<file path="src/rtl/bus_arbiter.sv">
// Round-robin data-bus arbiter with bounded hold time and a one-cycle dead gap between grants.
// Requester 0 is the CPU control unit; any other holder halts the CPU.
module bus_arbiter #(
   parameter int unsigned NREQ     = 4,
   parameter int unsigned MAX_HOLD = 16
) (
   input  logic                    clk,
   input  logic                    reset,
   input  logic [NREQ-1:0]         req,
   input  logic [NREQ-1:0]         done,
   output logic [NREQ-1:0]         grant,
   output logic [$clog2(NREQ)-1:0] grant_id,
   output logic                    bus_busy,
   output logic                    halt_cpu,
   output logic                    timeout
);

   localparam int unsigned IdW  = $clog2(NREQ);
   localparam int unsigned CntW = $clog2(MAX_HOLD + 1);

   typedef enum logic [1:0] {StIdle, StGrant, StGap} state_e;

   state_e           state_q, state_d;
   logic [NREQ-1:0]  grant_q, grant_d;
   logic [IdW-1:0]   id_q, id_d;
   logic [IdW-1:0]   last_id_q, last_id_d;
   logic [CntW-1:0]  hold_q, hold_d;
   logic             timeout_q, timeout_d;

   logic [IdW-1:0]   cand;
   logic [IdW-1:0]   winner;
   logic             release_now;
   logic             others_waiting;
   logic             expire_now;

   // Walk downward over offsets so the smallest offset from last_id+1 is the last one written.
   always_comb begin
      cand   = '0;
      winner = '0;
      for (int off = int'(NREQ); off > 0; off--) begin
         cand = IdW'((int'(last_id_q) + off) % int'(NREQ));
         if (req[cand]) winner = cand;
      end
   end

   assign release_now    = ((done & grant_q) != '0) || ((req & grant_q) == '0);
   assign others_waiting = (req & ~grant_q) != '0;
   // Covers both the exact expiry cycle and a saturated holder that later sees contention.
   assign expire_now     = others_waiting && (hold_q >= CntW'(MAX_HOLD - 1));

   always_comb begin
      state_d   = state_q;
      grant_d   = grant_q;
      id_d      = id_q;
      last_id_d = last_id_q;
      hold_d    = hold_q;
      timeout_d = 1'b0;
      unique case (state_q)
         StIdle: begin
            if (req != '0) begin
               state_d   = StGrant;
               grant_d   = NREQ'(1) << winner;
               id_d      = winner;
               last_id_d = winner;
               hold_d    = '0;
            end
         end
         StGrant: begin
            if (hold_q != CntW'(MAX_HOLD)) hold_d = hold_q + CntW'(1);
            if (release_now || expire_now) begin
               state_d   = StGap;
               grant_d   = '0;
               id_d      = '0;
               timeout_d = !release_now;
            end
         end
         StGap: begin
            state_d = StIdle;
         end
         default: begin
            state_d = StIdle;
         end
      endcase
   end

   always_ff @(posedge clk or posedge reset) begin
      if (reset) begin
         state_q   <= StIdle;
         grant_q   <= '0;
         id_q      <= '0;
         last_id_q <= IdW'(NREQ - 1);
         hold_q    <= '0;
         timeout_q <= 1'b0;
      end else begin
         state_q   <= state_d;
         grant_q   <= grant_d;
         id_q      <= id_d;
         last_id_q <= last_id_d;
         hold_q    <= hold_d;
         timeout_q <= timeout_d;
      end
   end

   assign grant    = grant_q;
   assign grant_id = id_q;
   assign bus_busy = state_q != StIdle;
   assign halt_cpu = (state_q == StGrant) && (id_q != '0);
   assign timeout  = timeout_q;

endmodule

</file>
<file path="config.mk">
export PLATFORM = sky130hd
export DESIGN_NAME = bus_arbiter
export DESIGN_NICKNAME = d
export VERILOG_FILES = /design/src/rtl/bus_arbiter.sv
export SDC_FILE = /design/constraint.sdc
export NUM_CORES = 1
export LEC_CHECK = 0
export ABC_AREA = 1
export BUFFER_PORTS_ARGS = -buffer_cell sky130_fd_sc_hd__buf_4
export CAP_MARGIN = 0
export CELL_PAD_IN_SITES_DETAIL_PLACEMENT = 1
export CELL_PAD_IN_SITES_GLOBAL_PLACEMENT = 1
export CORE_MARGIN = 2
export CORE_UTILIZATION = 40
export CTS_CLUSTER_DIAMETER = 40
export DETAILED_ROUTE_END_ITERATION = 10
export PLACE_DENSITY = 0.92
export SLEW_MARGIN = 20
export SYNTH_ARGS = -nofsm -noshare
export SYNTH_HDL_FRONTEND = slang
export SYNTH_SLANG_ARGS = --single-unit
</file>
<file path="constraint.sdc">
create_clock -name clk -period 2.4 [get_ports clk]
set_clock_uncertainty 0.15 [all_clocks]
set_input_delay 0.12 -clock clk [delete_from_list [all_inputs] [get_ports clk]]
set_output_delay 0.12 -clock clk [all_outputs]
set_load 0.01 [all_outputs]
</file>
### Word level (Yosys, flattened, before mapping)

Index checks and enable logic that the tools add are counted.

| cells by class | value |
|---|---|
| $add $sub $neg | 5 |
| order comparisons | 5 |
| equal/unequal tests | 5 |
| shifts and indexed selects | 1 |
| muxes and demuxes | 26 |
| bitwise gates (word level) | 4 |
| reductions and logical operators | 17 |

Operators with widths:

| cell | number |
|---|---|
| $mux W2 | 8 |
| $and A4 B4 Y4 | 3 |
| $lt A2 B3 Y1 const B | 4 |
| $reduce_bool A4 Y1 | 3 |
| $mux W5 | 2 |
| $pmux W5 S2 | 1 |
| $bmux W1 S2 | 4 |
| $mux W4 | 2 |
| $pmux W2 S2 | 2 |
| $pmux W4 S2 | 1 |
| $mux W1 | 6 |
| $ne A2 B2 Y1 const B | 3 |
| $reduce_and A3 Y1 | 2 |
| $reduce_bool A2 Y1 | 3 |
| $add A5 B1 Y5 const B | 1 |
| $ge A5 B4 Y1 const B | 1 |
| $ne A5 B5 Y1 const B | 1 |
| $add A2 B1 Y2 const B | 2 |
| $add A2 B2 Y2 const B | 2 |
| $logic_not A4 Y1 | 1 |
| $not A4 Y4 | 1 |
| $reduce_and A2 Y1 | 2 |
| $shl A1 B2 Y4 const A | 1 |
| $eq A2 B1 Y1 const B | 1 |
| other kinds (4) | 6 |

| storage, ports and cells | value |
|---|---|
| register bits | 16 |
| input bits | 10 |
| output and inout port bits | 9 |
| logic and storage cells | 69 |

### Longest topological paths before layout

Gate-level depths: netlist (run 1).

| logic depth | value |
|---|---|
| depth after elaboration | 10 |
| depth in mapped cells | 12 |
| mapped depth without buffers | 12 |

### Worst setup path after synthesis (run 1)

No wires, ideal clock.

| timing path | value |
|---|---|
| path type | register to register |
| start point | reg hold_q[0] |
| end point | reg grant_q[0] (netlist: grant[0]) |
| setup time | 0.065 ns |
| data arrival time | 1.437 ns |
| data required time | 2.185 ns |
| setup slack | 0.748 ns |
| cell stages (with the launch flop) | 12 |
| path buffers | 0 |
| period minus slack after synthesis | 1.652 ns |
| cell sequence | dfrtp_1 -> ha_1 -> nand2_1 -> nor2_1 -> ha_1 -> nor2_1 -> nand2_1 -> o21ai_0 -> nand2_1 -> nand2_2 -> nand2_1 -> nand2_1 |

| between the ends | value |
|---|---|
| longest elaborated chain between the ends | 5 |

Ends and longest elaborated chain:

| element | RTL line | source |
|---|---|---|
| from (decl) | 27 | `logic [CntW-1:0] hold_q, hold_d;` |
| from (signal assigned) | 99 | `hold_q <= hold_d;` |
| $ge A5 B4 Y1 | 49 | `assign expire_now = others_waiting && (hold_q >= CntW'(MAX_HOLD - 1));` |
| $logic_and A1 B1 Y1 | 49 |  |
| $logic_or A1 B1 Y1 | 70 | `if (release_now \|\| expire_now) begin` |
| $ne A2 B2 Y1 (no source line) | n/a |  |
| $reduce_and A3 Y1 (no source line) | n/a |  |
| to (signal assigned) | 96 | `grant_q <= grant_d;` |
| to (decl) | 24 | `logic [NREQ-1:0] grant_q, grant_d;` |

No other way between the ends.
A chain may end at the register's enable or synchronous reset.

### Worst setup path in the final report (run 1)

Ends and elaborated chain as after synthesis.

==> impl_results.md, run 1 <==
* Area of the core at 0.00243 sq mm
* GPL Wtd Cong at 0.812
* First-pass GRT wire length at 4770 um
* Mapped Area at 0.00102 sq mm
* Power Density at 1160 mW/mm^2
* Pleak at ~0.71 nW
* Die Area at 0.00296 sq mm
* Clk sink count at 16
* CP Capture Type: flop
* Clock Path Buffers at 2
* Finished Layout Cells at 207
* Critical Path Slowest Stage Cell: dfrtp_1
* RSZ-0062 raised after global routing: no
* Final setup violation count at 0
* Distinct cell type count after synthesis at 20
* Post-synth top cells: nand2_1 (64), inv_1 (25), dfrtp_1 (14)
* Vias at 1085
* CTS clock-pin slew for the worst setup and hold paths at 0.09 ns
* 1st-pass router iterations at 4
* Critical path fanouts, max at 6
* Number of instances in the placed design at 200
* Final WL at between 2000 and 3000 um
* Top cell type's share of synthesized area at between 30% and 40%
* Largest net degree at the start of global routing at 17
* Critical Path Most Common Cell: nand2_1
* Fin crit period at a little under 2 ns
* FFs w/ async S/R, synth at between 90% and 100%
* Clock root buffer: clkbuf_4
* Fin util at around half
* Max Slew Vio Count at 0
* Max-cap viol count at 0
* Total Power at 1.45 mW
* Area Growth Syn to Fin at 23.5%
* Antenna diode count at 0
* CP peak stage delay at around 0.43 ns
* PortBufs at 18
* Vias in the first global route at 1080
* Setup bufs post-CTS at 0
* Critical Path RT at ~2.5 ns
* Max VDD drop at between 0.6 and 0.7 mV
* Row cnt at 18
* Post-CTS Hold Buffers at 3
* All-layer global routing usage at 22.8%
* Initial antenna violation count at 0
* IO Pins at 19
* HP Class: in -> reg
* Number of synthesized flops with an enable pin at 0
* WS Path Type: reg -> reg
* Synth Net Count at 165
* Post-detail-place hpwl at roughly 2300 um
* CTS Buf Count at 3
* Yosys warns at 0
* Vias per inst at 5.24
* Initial DRC count at 16
* Period utilization at 80.4%
* Fill count at 325
* Wire per inst at 14.2 um
* Post-synthesis sequential area ratio at 39.7%
* Tightest Pin Transition at 0.594 ns
* Share of cells above drive strength 1 at 17.5%
* TritonCTS clock tree: yes
* Clock latency on the worst-skew pair at a little under 0.3 ns
* Synth Register Bits at 16
* Syn Area/Cell at roughly 6.7 sq um
* Bufs and invs on worst path at 0
* Die span in y at 54.4 um
* Initial cell density of the core at 41.8%
* Crit path cell chain: ha_1, nand2_1, nor2_1, ha_1, nor2_1, nand2_1, o21ai_0, nand2_1, nand2_2, nand2_1, nand2_1
* Dominant cell by count in the synthesized netlist: nand2_1
* Critical Path AT at roughly 2 ns
* Ranking of synthesized cells by area: dfrtp_1 (34%), nand2_1 (24%), inv_1 (9.2%)
* Count of mapped cells out of synthesis at between 150 and 200
* Post-synth top flop: dfrtp_1
* GRT overflow at 0
* Die X-Extent at ~54 um
* Status: complete, no violations
* CP delay by family, top: simple AND/OR/NAND/NOR gates
* Final setup TNS at 0 ns
* Maximum clock rate at 518 MHz
* CP Launch Type: flop
* H-tree depth at 1
* Hold slack final at 0.125 ns
* Nets at 191
* Largest area contributor in the netlist: dfrtp_1
* Cts repair resizes at 0
* Final Hold Vio Count at 0
* # DRC at 0
* Routed Antenna Nets at 0
* Relative slew slack at approximately three fifths
[worst register-to-register path: cells and delay by family (launching register included)]
family | cells | cell delay [ns]
AOI/OAI and AO/OA | 1 | 0.13
and+or+nand+nor | 8 | 0.75
adders and majority gates | 2 | 0.42
DFF | 1 | 0.43
[per-stage QoR]
stage	worst slack [ns]	area, sq um
global placement	0.651	1190
CTS	0.480	1250
global route	0.316	1250
floorplan	0.748	1020
detailed placement	0.483	1190
finish	0.471	1250
[where the power goes]
part / total, mW / switching [mW] / internal [mW]
combinational: 0.812 / 0.527 / 0.285
clock: 0.180 / 0.0875 / 0.0925
sequential: 0.458 / 0.0946 / 0.364
total: 1.45 / 0.710 / 0.741
[sequential cells by signal, summed over array words and instances, names as in the netlist]
| name | cells |
|---|---|
| hold_q | 5 |
| grant | 4 |
| grant_id | 2 |
| last_id_q | 2 |
| state_q | 2 |
| timeout | 1 |
[final cells by class]
| type | count | area (sq um) | area share [%] |
|---|---|---|---|
| flip-flops and latches | 16 | 403 | 32.1 |
| clock buffers | 4 | 36.3 | 2.89 |
| well taps | 30 | 37.5 | 2.99 |
| repair buffers | 21 | 165 | 13.2 |
| multi-input cells | 110 | 515 | 41.1 |
| inverters | 26 | 97.6 | 7.78 |
[per-layer routing]
metal / GRT usage, % / wire length (um) / vias up
met3: 2.46 / 106 / 6
li1: - / - / 525
met2: 39.4 / 1450 / 33
met4: 11.3 / 40 / 0
met1: 28.0 / 1360 / 521
met5: 0 / 0 / -
[cell families after synthesis]
group | count (synthesis) | share of synthesized area [%]
flip-flops | 16 | 39.7
buffers and inverters | 26 | 9.61
AND/OR/NAND/NOR | 90 | 37.6
AO/OA/AOI/OAI | 17 | 9.48
adder cells (fa/ha/maj) | 3 | 3.69
[layout by cell type (no fill, tap or decap)]
cell           count
dfrtp_1           14
buf_4             18
nand3_1            6
nand3_2            1
nor3_1             1
dlygate4sd3_1      3
inv_2              1
nand3b_1           1
a21oi_1            4
nor2_4             1
nor2_2             1
nor2_1             9
nand2_1           64
a21oi_2            1
clkbuf_4           3
nand4_1            4
inv_1             25
clkbuf_8           1
a22o_1             1
nand2_2            2
o21ai_0            8
o22ai_1            3
dfstp_2            2
ha_1               3
[final timing paths]
path,to,slack [ns],from,cells after the start
worst max register to register,grant[0]$_DFFE_PP0P_,0.47,hold_q[0]$_DFFE_PP0P_,11
max in group asynchronous,timeout$_DFF_PP0_,1.42,reset,3
min in group asynchronous,grant[2]$_DFFE_PP0P_,0.30,reset,3
worst min-delay path,state_q[1]$_DFFE_PP0P_,0.13,done[1],5
worst max-delay path,grant[0]$_DFFE_PP0P_,0.47,hold_q[0]$_DFFE_PP0P_,11
worst min register to register,last_id_q[1]$_DFFE_PP1P_,0.37,last_id_q[1]$_DFFE_PP1P_,2
No activity file was read; power rests on OpenSTA's default activity.
==> inputs of run 2 (changes only) <==
--- a/config.mk
+++ b/config.mk
@@ -11,10 +11,10 @@
 export CELL_PAD_IN_SITES_DETAIL_PLACEMENT = 1
 export CELL_PAD_IN_SITES_GLOBAL_PLACEMENT = 1
 export CORE_MARGIN = 2
-export CORE_UTILIZATION = 40
+export CORE_UTILIZATION = 37
 export CTS_CLUSTER_DIAMETER = 40
 export DETAILED_ROUTE_END_ITERATION = 10
-export PLACE_DENSITY = 0.92
+export PLACE_DENSITY = 0.87
 export SLEW_MARGIN = 20
 export SYNTH_ARGS = -nofsm -noshare
 export SYNTH_HDL_FRONTEND = slang
==> constraint.sdc (replaced) <==
create_clock -name clk -period 2 [get_ports clk]
set_clock_uncertainty 0.15 [all_clocks]
set_input_delay 0.1 -clock clk [delete_from_list [all_inputs] [get_ports clk]]
set_output_delay 0.1 -clock clk [all_outputs]
set_load 0.01 [all_outputs]
==> impl_results.md, run 2 (synthesis results as in run 1) <==
* Largest net degree at the start of global routing at 17 (unchanged)
* HP Start: done[1]
* Tightest Pin Transition at 0.613 ns (+0.0192 ns)
* PortBufs at 18 (unchanged)
* Area of the core at 0.00269 sq mm (+10%)
* Pleak at 0.710 nW (+0.11%)
* Routed Antenna Nets at 0 (unchanged)
* Row cnt at 19 (+1)
* Wire per inst at 13.7 um (-3.6%)
* Critical Path Slowest Stage Cell: dlygate4sd3_1
* # DRC at 0 (unchanged)
* IO Pins at 19 (unchanged)
* Critical path fanouts, max at 5 (-1)
* Vias in the first global route at 1163 (+7.7%)
* HP Class: in -> reg
* Post-detail-place hpwl at 2240 um (-3.4%)
* Max-cap viol count at 0 (unchanged)
* Final setup violation count at 0 (unchanged)
* Status: complete, no violations
* Net Sw Power at 848 uW (+19%)
* Antenna diode count at 0 (unchanged)
* WS Path Type: reg -> reg
* Hold Path Depth at 5 (unchanged)
* CP peak stage delay at 0.57 ns (+0.14 ns)
* Die X-Extent at 56.4 um (+3.7%)
* RSZ-0062 raised after global routing: yes
* CP Capture Type: flop
* Final WL at 2860 um (-3.2%)
* Crit path cell chain: nor2_4, inv_1, a21oi_1, nand2_1, dlygate4sd3_1, nor3_2
* Fin area at 0.00126 sq mm (+0.80%)
* Relative slew slack at 59.1% (-1.3 points)
* WHS Endpoint: state_q[1]$_DFFE_PP0P_
* Finished Layout Cells at 208 (+0.48%)
* CP Launch Type: flop
* Max Slew Vio Count at 0 (unchanged)
* Maximum clock rate at 517 MHz (-0.30%)
* Clock latency on the worst-skew pair at 0.29 ns (about the same)
* H-tree depth at 1 (unchanged)
* Clk sink count at 16 (unchanged)
* Die Area at 0.00318 sq mm (+7.5%)
* Clock Path Buffers at 2 (unchanged)
* First-pass GRT wire length at 5110 um (+7.0%)
* FF-to-FF End: timeout$_DFF_PP0_
* Initial antenna violation count at 0 (unchanged)
* Combinational Power Share at 56.1% (about the same)
* All-layer global routing usage at 20.2% (-2.6 points)
* GPL Wtd Cong at 0.905 (+11%)
* Largest Register: hold_q
* Vias per inst at 5.08 (-3.1%)
* Critical Path AT at 2.00 ns (about the same)
* Initial cell density of the core at 37.8% (-3.9 points)
* CP delay by family, top: buffers and inverters
* Area Growth Syn to Fin at 24.5%
* Bufs and invs on worst path at 2 (+2)
* CTS clock-pin slew for the worst setup and hold paths at 0.10 ns (about the same)
* TritonCTS clock tree: yes
* Reg-to-Reg Start: state_q[1]$_DFFE_PP0P_
* Fin crit period at 1.94 ns (+0.00571 ns)
* Number of instances in the placed design at 201 (+0.50%)
* Clock root buffer: clkbuf_4
* Fill count at 381 (+17%)
* Period utilization at 96.8% (+16 points)
* Commonest cells after routing, fill and taps aside: nand2_1 (64), inv_1 (25), buf_4 (18)
* Sequential share of power at 31.4% (-0.2 points)
* Clock power share at 12.5% (about the same)
* Sequential Area at 403 sq um (unchanged)
* Post-place instance area at 0.00119 sq mm (+0.11%)
* Nets at 191 (unchanged)
* Cell-internal power at 890 uW (+20%)
* CTS Buf Count at 3 (unchanged)
* Multi-input gate area at 524 sq um (+1.7%)
* Net Sw Frac at 48.8% (-0.13 points)
* Reg2Reg Depth at 6 (-5)
* Final Hold Vio Count at 0 (unchanged)
* Share of cells above drive strength 1 at 18.6% (+1.1 points)
* Max FFs per register at 5 (unchanged)
* Fin util at 47.1% (-4.5 points)
* Die span in y at 56.4 um (+3.7%)
* Max VDD drop at 0.839 mV (+33%)
* Initial DRC count at 29 (+13)
* Commonest non-fill, non-tap cell in the layout: nand2_1
* Critical Path RT at 2.06 ns (-0.43 ns)
* Reg-to-reg slack, setup at 0.06 ns (-0.41 ns)
* Power Density at 1370 mW/mm^2 (+19%)
* Vias at 1056 (-2.7%)
* 1st-pass router iterations at 4 (unchanged)
* GRT overflow at 0 (unchanged)
## run 2: cell counts in the layout (fill, tap and decap cells not counted)
Identical to the previous run, type by type.
## run 2: layout make-up
type,instances,share of cell area (%)
clock buffer,4,2.87
multi-input combinational,110,41.4
timing repair buffer,21,13.1
tap,31,3.07
inverter,26,7.72
sequential,16,31.8
## run 2: power groups by stage
stage	Sequential, mW	Clock (mW)	Combinational, mW
after floorplan	0.538	0	0.643
after global placement	0.541	0	0.891
after detailed placement	0.550	0	0.956
after CTS	0.545	0.222	0.985
after global routing	0.561	0.232	1.13
final	0.545	0.217	0.976
## run 2: how the worst max path moves through the flow
stage                           startpoint                 endpoint  slack [ns]  cells past startpoint
floorplan            hold_q[0]$_DFFE_PP0P_     grant[0]$_DFFE_PP0P_        0.35                     11
global placement     hold_q[0]$_DFFE_PP0P_  grant_id[1]$_DFFE_PP0P_        0.25                     11
detailed placement   hold_q[0]$_DFFE_PP0P_     grant[3]$_DFFE_PP0P_        0.18                     11
CTS                 state_q[1]$_DFFE_PP0P_        timeout$_DFF_PP0_        0.03                      6
global route        state_q[1]$_DFFE_PP0P_        timeout$_DFF_PP0_       -0.05                      6
finish              state_q[1]$_DFFE_PP0P_        timeout$_DFF_PP0_        0.06                      6
## run 2: through the flow
step	total power, mW	worst slack [ns]	hold slack, ns	setup TNS (ns)
after floorplan	1.18	0.348	-0.138	0
after global placement	1.43	0.245	0.0651	0
after detailed placement	1.51	0.175	0.0700	0
after CTS	1.75	0.0259	0.116	0
after global routing	1.92	-0.0482	0.176	-0.0718
final	1.74	0.0649	0.128	0
## run 2: tightest hold or removal path: stages
cell	delay, ns
buf_4	0.08
a21oi_1	0.07
nand2_1	0.08
nor2_1	0.07
a21oi_1	0.13
## run 2: what timing repair did
item | in CTS | in global routing
hold endpoints to repair | 15 | 0
setup buffers | 0 | 0
resized for setup | 0 | 3
hold buffers | 3 | 0
setup endpoints to repair | 0 | 8
## run 2: routing by layer
| metal | up-vias | global-route usage, % | share of wire [%] |
|---|---|---|---|
| met4 | 0 | 5.10 | 0.74 |
| met2 | 20 | 36.0 | 51 |
| li1 | 524 | - | - |
| met3 | 2 | 1.38 | 2.7 |
| met5 | - | 0 | 0 |
| met1 | 510 | 26.5 | 46 |
==> inputs of run 3 (changes only) <==
--- a/config.mk
+++ b/config.mk
@@ -11,10 +11,11 @@
 export CELL_PAD_IN_SITES_DETAIL_PLACEMENT = 1
 export CELL_PAD_IN_SITES_GLOBAL_PLACEMENT = 1
 export CORE_MARGIN = 2
-export CORE_UTILIZATION = 37
+export CORE_UTILIZATION = 40
+export CTS_BUF_LIST = sky130_fd_sc_hd__clkbuf_2 sky130_fd_sc_hd__clkbuf_4 sky130_fd_sc_hd__clkbuf_8
 export CTS_CLUSTER_DIAMETER = 40
 export DETAILED_ROUTE_END_ITERATION = 10
-export PLACE_DENSITY = 0.87
+export PLACE_DENSITY = 0.92
 export SLEW_MARGIN = 20
 export SYNTH_ARGS = -nofsm -noshare
 export SYNTH_HDL_FRONTEND = slang
==> constraint.sdc (replaced) <==
create_clock -name clk -period 1.9 [get_ports clk]
set_clock_uncertainty 0.15 [all_clocks]
set_input_delay 0.095 -clock clk [delete_from_list [all_inputs] [get_ports clk]]
set_output_delay 0.095 -clock clk [all_outputs]
set_load 0.01 [all_outputs]
==> impl_results.md, run 3 (synthesis results as in run 1) <==
* Largest Register: hold_q
* Multi-input gate area at 536 sq um (+2.1%)
* Initial antenna violation count at 0 (unchanged)
* Clock root buffer: clkbuf_4
* Area of the core at 0.00243 sq mm (-9.5%)
* Clock latency on the worst-skew pair at 0.30 ns (about the same)
* Fill count at 324 (-15%)
* Final setup TNS at -0.0268 ns (-0.0268 ns)
* Initial cell density of the core at 41.8% (+3.9 points)
* Finished Layout Cells at 213 (+2.4%)
* Pleak at 0.738 nW (+4.0%)
* HP Class: in -> reg
* TritonCTS clock tree: yes
* Net Sw Power at 983 uW (+16%)
* GRT overflow at 0 (unchanged)
* Commonest non-fill, non-tap cell in the layout: nand2_1
* Max VDD drop at 0.705 mV (-16%)
* Die span in y at 54.4 um (-3.6%)
* Vias per inst at 5.22 (+2.7%)
* CTS Buf Count at 3 (unchanged)
* Critical Path Most Common Cell: inv_1
* Critical Path AT at 2.00 ns (about the same)
* Clk sink count at 16 (unchanged)
* Area Growth Syn to Fin at 30.2%
* Crit path cell chain: inv_1, nor2_4, inv_1, a21oi_2, nand2_1, dlygate4sd3_1, nor3_2
* Post-detail-place hpwl at 2350 um (+4.7%)
* Tightest Pin Transition at 0.623 ns (+0.00993 ns)
* Nets at 197 (+3.1%)
* Violated checks: setup timing
* Die X-Extent at 54.4 um (-3.6%)
* Clock Path Buffers at 2 (unchanged)
* Met1 Track Usage GR at 29.7% (+3.2 points)
* Routed Antenna Nets at 0 (unchanged)
* Total Power at 1.99 mW (+15%)
* Net Sw Frac at 49.3% (+0.58 points)
* Grt met3 use at 2.73% (+1.3 points)
* Initial DRC count at 29 (unchanged)
* Final WL at 3400 um (+19%)
* Cell-internal power at 1.01 mW (+13%)
* CTS clock-pin slew for the worst setup and hold paths at 0.10 ns (about the same)
* WS Path Type: reg -> reg
* CP Launch Type: flop
* Commonest cells after routing, fill and taps aside: nand2_1 (62), inv_1 (25), buf_4 (24)
* Critical path fanouts, max at 4 (-1)
* Sequential share of power at 29.3% (-2.1 points)
* Final Hold Vio Count at 0 (unchanged)
* Largest net degree at the start of global routing at 17 (unchanged)
* Relative slew slack at 58.4% (-0.66 points)
* Share of cells above drive strength 1 at 23.5% (+4.9 points)
* Vias at 1111 (+5.2%)
* Final setup violation count at 1 (+1)
* Combinational Power Share at 58.7% (+2.6 points)
* Critical Path Slowest Stage Cell: dlygate4sd3_1
* Power Density at 1510 mW/mm^2 (+9.7%)
* H-tree depth at 1 (unchanged)
* First-pass GRT wire length at 4820 um (-5.7%)
* RSZ-0062 raised after global routing: yes
* Hold slack final at 0.115 ns (-0.0127 ns)
* CP peak stage delay at 0.58 ns (about the same)
* Place WS at 0.00560 ns (-0.170 ns)
* Max Slew Vio Count at 0 (unchanged)
* Row cnt at 18 (-1)
* Antenna diode count at 0 (unchanged)
* Critical Path RT at 1.98 ns (-0.08 ns)
* GPL Wtd Cong at 0.811 (-10%)
* Met2 Use GR at 39.8% (+3.8 points)
* # DRC at 0 (unchanged)
* Clock power share at 12.0% (-0.5 points)
* PortBufs at 18 (unchanged)
* Number of instances in the placed design at 200 (-0.50%)
* Maximum clock rate at 519 MHz (+0.43%)
* Sequential Area at 403 sq um (unchanged)
* Status: finished, violations left
* Period utilization at 101% (+4.7 points)
* Max-cap viol count at 0 (unchanged)
* Die Area at 0.00296 sq mm (-7.0%)
* 1st-pass router iterations at 4 (unchanged)
* CP Capture Type: flop
* All-layer global routing usage at 23.3% (+3.1 points)
* Max FFs per register at 5 (unchanged)
* Top Usage Layer GRT: met2
* Fin crit period at 1.93 ns (-0.00826 ns)
* Vias in the first global route at 1081 (-7.1%)
* Wire per inst at 15.9 um (+16%)
* IO Pins at 19 (unchanged)
* Final worst slack at -0.0268 ns (-0.0917 ns)
run 3: changes by cell type in the layout (fill, tap and decap cells not counted), sizes merged:
| cell | delta |
|---|---|
| buf | +6 |
run 3: final cells by class:
cell class              instances  area share [%]
clock buffers                   4            2.74
multi-input cells             110            40.5
repair buffers                 27            15.9
inverters                      26            7.57
well taps                      30            2.84
flip-flops and latches         16            30.5
run 3: path summary, 6_finish.rpt:
path / start / to / slack (ns) / cells after the start
hold reg to reg: last_id_q[1]$_DFFE_PP1P_ / last_id_q[1]$_DFFE_PP1P_ / 0.37 / 2
setup / recovery: state_q[0]$_DFFE_PP0P_ / timeout$_DFF_PP0_ / -0.03 / 7
min in group asynchronous: reset / hold_q[0]$_DFFE_PP0P_ / 0.28 / 3
max in group asynchronous: reset / grant[3]$_DFFE_PP0P_ / 0.92 / 3
hold / removal: done[1] / state_q[1]$_DFFE_PP0P_ / 0.12 / 5
setup reg to reg: state_q[0]$_DFFE_PP0P_ / timeout$_DFF_PP0_ / -0.03 / 7
run 3: power groups by stage:
stage | Clock, mW | Combinational (mW) | Sequential [mW]
after floorplan | 0 | 0.677 | 0.566
after global placement | 0 | 0.931 | 0.572
after detailed placement | 0 | 1.00 | 0.582
after CTS | 0.232 | 1.05 | 0.574
after global routing | 0.256 | 1.31 | 0.595
final | 0.239 | 1.17 | 0.584
run 3: timing repair:
item | 4_1_cts | 5_1_grt
hold buffers | 3 | 0
pin swaps | 0 | 6
endpoints found under the hold margin | 15 | 0
setup endpoints to repair | 3 | 10
buffers inserted | 1 | 5
gates resized for setup | 0 | 9
run 3: metal layers:
layer / vias up / wire length (um)
met3: 6 / 146
met1: 532 / 1490
li1: 540 / -
met4: 0 / 49
met5: - / 0
met2: 33 / 1710
run 3: per-stage QoR:
| stage | cell area (sq um) | util (%) |
|---|---|---|
| floorplan | 1020 | - |
| global placement | 1190 | 48.9 |
| detailed placement | 1190 | 48.9 |
| CTS | 1260 | 51.9 |
| global route | 1320 | 54.4 |
| finish | 1320 | 54.4 |
run 3: worst max-delay path, delay by kind of cell (launching register included):
| family | cells | cell delay [ns] |
|---|---|---|
| flip-flops | 1 | 0.40 |
| AO/OA/AOI/OAI | 1 | 0.14 |
| AND/OR/NAND/NOR | 3 | 0.37 |
| buffers and inverters | 3 | 0.81 |
